[src/rtl/pipe_hazard_ctrl.sv]
// pipe_hazard_ctrl: hazard and sequencing control for the 5-stage pipeline.
// It drives the enable, bubble and flush controls of the pipeline registers
// and the PC. It also produces the ID-stage forwarding selects and runs the
// data-memory handshake FSM, which includes a watchdog.
// Build option: define PIPE_HAZARD_FWD_EN to turn on operand forwarding.
// When the macro is undefined, every RAW hazard stalls instead.
module pipe_hazard_ctrl #(
    parameter int TIMEOUT = 16,
    parameter int CW      = 5
) (
    input  logic       clock,
    input  logic       resetn,
    input  logic [4:0] drs,
    input  logic [4:0] drt,
    input  logic       duse_rs,
    input  logic       duse_rt,
    input  logic       dpcsrc,
    input  logic       ewreg,
    input  logic       em2reg,
    input  logic [4:0] ern,
    input  logic       mwreg,
    input  logic       mm2reg,
    input  logic [4:0] mrn,
    input  logic       mmem,
    input  logic       dmem_ack,
    input  logic       err_clr,
    output logic       pc_en,
    output logic       fd_en,
    output logic       de_en,
    output logic       em_en,
    output logic       mw_en,
    output logic       fd_flush,
    output logic       de_bubble,
    output logic       mw_bubble,
    output logic [1:0] fwda,
    output logic [1:0] fwdb,
    output logic       dmem_req,
    output logic       mem_err
);

    localparam logic [1:0] S_IDLE = 2'd0;
    localparam logic [1:0] S_WAIT = 2'd1;
    localparam logic [1:0] S_ERR  = 2'd2;

    logic [1:0]    state, state_nxt;
    logic [CW-1:0] count, count_nxt;
    logic          mem_err_nxt;
    logic          memstall, in_err, hz;

    // An EX-stage producer that writes a nonzero register equal to r.
    function automatic logic hit_ex(input logic [4:0] r);
        return ewreg && (ern != 5'd0) && (ern == r);
    endfunction

    // An M-stage producer that writes a nonzero register equal to r.
    function automatic logic hit_m(input logic [4:0] r);
        return mwreg && (mrn != 5'd0) && (mrn == r);
    endfunction

`ifdef PIPE_HAZARD_FWD_EN
    // Forwarding source for one operand. EX has priority over M. A load in EX
    // cannot forward yet, because that case is covered by the load-use stall.
    function automatic logic [1:0] fwd_sel(input logic [4:0] r);
        if (hit_ex(r) && !em2reg) return 2'd1;
        else if (hit_m(r))        return mm2reg ? 2'd3 : 2'd2;
        else                      return 2'd0;
    endfunction

    assign fwda = fwd_sel(drs);
    assign fwdb = fwd_sel(drt);
    // Only a load in EX feeding the ID instruction has to stall.
    assign hz = ewreg && em2reg && (ern != 5'd0) &&
                ((duse_rs && ern == drs) || (duse_rt && ern == drt));
`else
    logic unused_mm2reg;
    // mm2reg only selects between forwarding sources, so it has no role here.
    assign unused_mm2reg = mm2reg;
    assign fwda = 2'd0;
    assign fwdb = 2'd0;
    // Without forwarding, any pending write to an operand the ID instruction reads stalls it.
    assign hz = (duse_rs && (hit_ex(drs) || hit_m(drs))) ||
                (duse_rt && (hit_ex(drt) || hit_m(drt)));
`endif

    assign in_err   = (state == S_ERR);
    assign memstall = ((state == S_IDLE) && mmem && !dmem_ack) ||
                      ((state == S_WAIT) && !dmem_ack);
    assign dmem_req = (state == S_IDLE) ? mmem : (state == S_WAIT);

    // Pipeline control, in priority order: ERR, memory stall, hazard stall, branch flush.
    always_comb begin
        pc_en     = 1'b1;
        fd_en     = 1'b1;
        de_en     = 1'b1;
        em_en     = 1'b1;
        mw_en     = 1'b1;
        fd_flush  = 1'b0;
        de_bubble = 1'b0;
        mw_bubble = 1'b0;
        if (in_err) begin
            pc_en     = 1'b0;
            fd_en     = 1'b0;
            de_en     = 1'b0;
            em_en     = err_clr;
            mw_en     = err_clr;
            mw_bubble = 1'b1;
        end else if (memstall) begin
            pc_en     = 1'b0;
            fd_en     = 1'b0;
            de_en     = 1'b0;
            em_en     = 1'b0;
            mw_bubble = 1'b1;
        end else if (hz) begin
            pc_en     = 1'b0;
            fd_en     = 1'b0;
            de_bubble = 1'b1;
        end else begin
            fd_flush  = dpcsrc;
        end
    end

    // Memory handshake sequencing and watchdog.
    always_comb begin
        state_nxt   = state;
        count_nxt   = count;
        mem_err_nxt = mem_err;
        case (state)
            S_IDLE: begin
                if (mmem && !dmem_ack) begin
                    state_nxt = S_WAIT;
                    count_nxt = CW'(1);
                end
            end
            S_WAIT: begin
                if (dmem_ack) begin
                    state_nxt = S_IDLE;
                    count_nxt = '0;
                end else if (count == CW'(TIMEOUT - 1)) begin
                    state_nxt   = S_ERR;
                    count_nxt   = '0;
                    mem_err_nxt = 1'b1;
                end else begin
                    count_nxt = count + CW'(1);
                end
            end
            S_ERR: begin
                if (err_clr) begin
                    state_nxt   = S_IDLE;
                    mem_err_nxt = 1'b0;
                end
            end
            default: begin
                state_nxt = S_IDLE;
                count_nxt = '0;
            end
        endcase
    end

    // State, watchdog count and sticky error flag.
    always_ff @(posedge clock or negedge resetn) begin
        if (!resetn) begin
            state   <= S_IDLE;
            count   <= '0;
            mem_err <= 1'b0;
        end else begin
            state   <= state_nxt;
            count   <= count_nxt;
            mem_err <= mem_err_nxt;
        end
    end

endmodule

[config.mk]
export PLATFORM = sky130hd
export DESIGN_NAME = pipe_hazard_ctrl
export DESIGN_NICKNAME = d
export VERILOG_FILES = /design/src/rtl/pipe_hazard_ctrl.sv
export SDC_FILE = /design/constraint.sdc
export NUM_CORES = 1
export LEC_CHECK = 0
export ABC_AREA = 0
export BUFFER_PORTS_ARGS = -buffer_cell sky130_fd_sc_hd__buf_4
export CAP_MARGIN = 20
export CORE_UTILIZATION = 45
export DETAILED_ROUTE_END_ITERATION = 8
export GPL_TIMING_DRIVEN = 1
export PLACE_DENSITY = 0.84
export SYNTH_ARGS = -nofsm -noshare
export SYNTH_HDL_FRONTEND = slang
export SYNTH_SLANG_ARGS = --single-unit
[constraint.sdc]
create_clock -name clock -period 2.32 [get_ports clock]
set_input_delay 0.232 -clock clock [delete_from_list [all_inputs] [get_ports clock]]
set_output_delay 0.232 -clock clock [all_outputs]
set_load 0.01 [all_outputs]
After elaboration in Yosys (flattened, before gate mapping) --
Cells that the tools add are included.
Storage, ports and cells: input bits 32, flip-flop bits (word level) 8, logic and storage cells 70, output and inout port bits 14
Cells by class: eq/ne operators 12, add/subtract/negate cells 1, multiplexer cells 29, reductions and logical operators 24, bitwise logic cells 1
Operators by type and width (number):
- 5-bit equality test | 4
- 1-bit two-way mux | 19
- 5-bit two-way mux | 3
- 5-bit one-hot mux with 3 select lines | 1
- 1-bit logical AND | 12
- 5-bit nonzero test | 2
- 2-bit two-way mux | 4
- 2-bit one-hot mux with 3 select lines | 1
- 5-bit by 1-bit adder with 5-bit output, second input constant | 1
- 5-bit by 4-bit equality test with 1-bit output, second input constant | 1
- 1-bit logical OR | 4
- 2-bit by 1-bit inequality test with 1-bit output, second input constant | 2
- 2-bit inequality test, second input constant | 2
- 4-bit AND reduction | 1
- 3-bit by 2-bit inequality test with 1-bit output, second input constant | 1
- 3-bit AND reduction | 1
- 2-bit by 1-bit equality test with 1-bit output, second input constant | 1
- 2-bit equality test, second input constant | 1
- 2-bit zero test | 1
- 1-bit one-hot mux with 2 select lines | 1
- 2-bit AND reduction | 1
- 2-bit nonzero test | 1
- 1-bit zero test | 1
- 1-bit inverter | 1

Depth between registers and ports, before layout --
word-level depth 9, mapped depth 6, mapped depth without buffers 5

Least setup slack after synthesis --
No wires, ideal clock.
path type reg2out, start register state[0], end output port de_bubble, arrival 1.420 ns, path buffers 1, path slack 0.668 ns, stages on the path, launching flop included 5, data required time 2.088 ns, cell sequence dfrtp_1 > clkbuf_1 > o21ai_0 > inv_1 > and2_1
Between the ends: word-level cells in the longest chain between the ends 6, elaborated cells between the ends (all ways) 9, those cells by class 2 x eq/ne; 2 x mux; 5 x reduce/logical
RTL lines:
- from (decl) | line 45 | logic [1:0] state, state_nxt;
- from (signal assigned) | line 166 | state <= state_nxt;
- 2-bit zero test | line 86 | assign memstall = ((state == S_IDLE) && mmem && !dmem_ack) ||
- 1-bit logical AND (2 in a row) | line 86
- 1-bit logical OR | line 86
- 1-bit two-way mux | line 107 | end else if (memstall) begin
- 1-bit two-way mux * | line 100 | if (in_err) begin
- to (decl) | line 33 | output logic de_bubble,
Mark *: on every way between the ends. The rest lies on a longest branch, timed or not.

Worst setup path after layout --
start register state[1], end output port de_bubble
Same word-level chain as after synthesis.

==> results.py <==
metrics = {
    "min_path": {
        "worstHoldPathType": "input port to register",
    },
    "worst_setup_path": {
        "crit_arrival_ns": 1.69,
        "worstPathBufferInverterCount": 2,
        "path_cells": "nor2_1 > o21ai_1 > o21ai_0 > inv_1 > and2_1 > buf_4",
        "start_kind": "register",
        "max_stage_delay_ns": 0.40,
        "cp_top_family": "simple AND/OR/NAND/NOR gates",
        "endpoint_kind": "primary output",
        "path_max_fanout": 5,
        "cp_slowest_cell": "dfrtp_1",
        "crit_type": "register to primary output",
        "worst_ep_required_time_ns": 2.09,
    },
    "grt": {
        "gr-total-overflow": 0,
        "antenna_found_initial": 0,
        "grt_max_degree": 12,
        "track_usage": 0.2230,
        "grt_pass1_vias": 681,
        "grt_pass1_wl_um": 3029,
    },
    "detailed_routing": {
        "drtIter0Drc": 12,
        "via_per_inst": 5.214,
        "drcViolationCount": 0,
        "vias": 730,
        "drtPass1Iterations": 2,
        "antenna_left": 0,
        "wl_per_cell_um": 13.19,
        "wl_um": 1847,
    },
    "place": {
        "place.gp.congestion": 0.8106,
        "io_buffer_count": 39,
        "dp_hpwl_um": 1557,
    },
    "yosys": {
        "synth_top_family_by_area": "XOR/XNOR gates",
        "synth_compound_area_frac": 0.1784,
        "synth_cells": 84,
        "syn_area_per_cell_um2": 8.684,
        "synthMuxAreaShare": 0,
        "synth_area_um2": 729.5,
        "ys_async_sr_fraction": 1.000,
        "synth_edf_count": 0,
        "synth-adder-area-share": 0.01715,
        "seq_area_frac_synth": 0.2744,
        "yosys_warnings": 0,
        "synth_cell_types": 28,
        "synth_xor_area_frac": 0.2642,
        "synthFlopType": "dfrtp_1",
        "synth_seq_cells": 8,
        "synthSimpleGateAreaFrac": 0.1835,
    },
    "job": {
        "maxCapViolCount": 0,
    },
    "clock_network": {
        "root_buffer": "clkbuf_4",
        "cts_tree": "done",
        "max-clock-path-buffers": 2,
        "clock_latency_ns": 0.26,
        "clkSlewWorstSetupHoldPaths_ns": 0.06,
        "cts_setup_buffers": 0,
        "htreeDepth": 1,
        "cts_made_buffers": 3,
        "numClockSinks": 8,
    },
    "finish": {
        "final_nets": 159,
        "syn_to_final_growth_pct": 43.22,
        "final_common_cell": "buf_4",
        "post-route-util": 0.6935,
        "layout_common_cells": "39 x buf_4, 16 x xor2_1, 8 x dfrtp_1",
        "multiInputGateArea_um2": 484.2,
        "diodes": 0,
        "final_layout_size_suffix_gt1_frac": 0.3710,
        "seqCellArea_um2": 200.2,
        "fillers": 115,
    },
    "die": {
        "coreArea_um2": 1506,
        "initial_utilization": 0.4842,
        "die_w_um": 42.26,
        "core.rowCount": 14,
        "die_h_um": 42.26,
        "die-area_um2": 1786,
        "io_pins": 46,
    },
    "timing": {
        "post-route-period-util": 0.8303,
        "final-setup-viol-count": 0,
        "final_max_slew_viol_count": 0,
        "setup_tns_ns": 0,
        "clock_skew_ns": 0.008565,
        "fmax_mhz": 519.1,
        "period_needed_ns": 1.926,
        "hold_violations": 0,
        "rsz0062_at_grt": "false",
    },
    "power": {
        "vdd_ir_drop_max_mv": 0.4612,
        "p_leak_nw": 0.4957,
        "power.density_nw_per_um2": 395.1,
    },
    "status": {
        "outcome": "finished clean",
    },
}
## cell type report
cell class              count  area share
clock buffers               3     0.02156
flip-flops and latches      8      0.1916
repair buffers             40      0.2898
well taps                  16     0.01916
multi-input cells          69      0.4635
inverters                   4     0.01437
## worst register-to-register path: cells and delay by family (launching register included)
kind                     cells  cell delay [ns]
adder cells (fa/ha/maj)      1             0.21
flip-flops                   1             0.39
AO/OA/AOI/OAI                1             0.21
AND/OR/NAND/NOR              3             0.53
## logic make-up after synthesis
group           Yosys count
fa+ha+maj                 1
compound gates           19
buf+inv                  10
simple gates             23
flops                     8
other cells               1
xor+xnor                 22
## report_power, final
part	switching, W	leakage, nW	internal (W)	total (W)
Sequential	0.00000964	0.102	0.000148	0.000157
Combinational	0.0000676	0.380	0.0000803	0.000148
Clock	0.0000483	0.0138	0.0000593	0.000108
## flip-flops by register name, indices dropped and copies added, names as in the netlist
| name | flops |
|---|---|
| state | 2 |
| count | 5 |
| mem_err | 1 |
## path summary, 6_finish.rpt
check | startpoint | endpoint | slack, ns | cells past startpoint
max | state[1] | de_bubble | 0.39 | 6
min | err_clr | mem_err | 0.29 | 4
max reg2reg | count[0] | count[3] | 0.90 | 5
min reg2reg | count[4] | state[1] | 0.48 | 1
max in group asynchronous | resetn | count[0] | 1.86 | 2
min in group asynchronous | resetn | mem_err | 0.33 | 2
## synthesized netlist by cell type (all sizes together), types with 3 or more instances
library cell	number	area share
buf	5	0.051
nor4	4	0.034
xnor2	6	0.072
and2	4	0.034
dfrtp	8	0.27
o21ai	7	0.053
nor2	6	0.031
inv	4	0.021
a21oi	3	0.021
xor2	16	0.19
## per-stage QoR
step	total power [W]	instances	hold WS [ns]	cell area [um^2]	setup WS (ns)
2_1_floorplan	0.0002318	87	-0.06359	740.7	0.6680
3_3_place_gp	0.0002997	136	0.05225	1012	0.6421
3_5_place_dp	0.0003071	136	0.05432	1012	0.6169
4_1_cts	0.0004195	140	0.2751	1045	0.4038
5_1_grt	0.0004434	140	0.3108	1045	0.1765
6_report	0.0004127	140	0.2889	1045	0.3937
## routing by layer
layer / part of all wire / global-route usage / wire length, um / vias up
met5: 0 / 0 / 0 / -
met1: 0.44 / 0.2849 / 818 / 337
met4: 0 / 0.03750 / 0 / 0
met3: 0.062 / 0.06466 / 114 / 0
li1: - / - / - / 366
met2: 0.50 / 0.3785 / 915 / 27
## timing repair
action	CTS	global route
gates resized for setup	0	0
hold endpoints to repair	8	0
hold buffers	1	0
No activity file was read; power rests on OpenSTA's default activity.
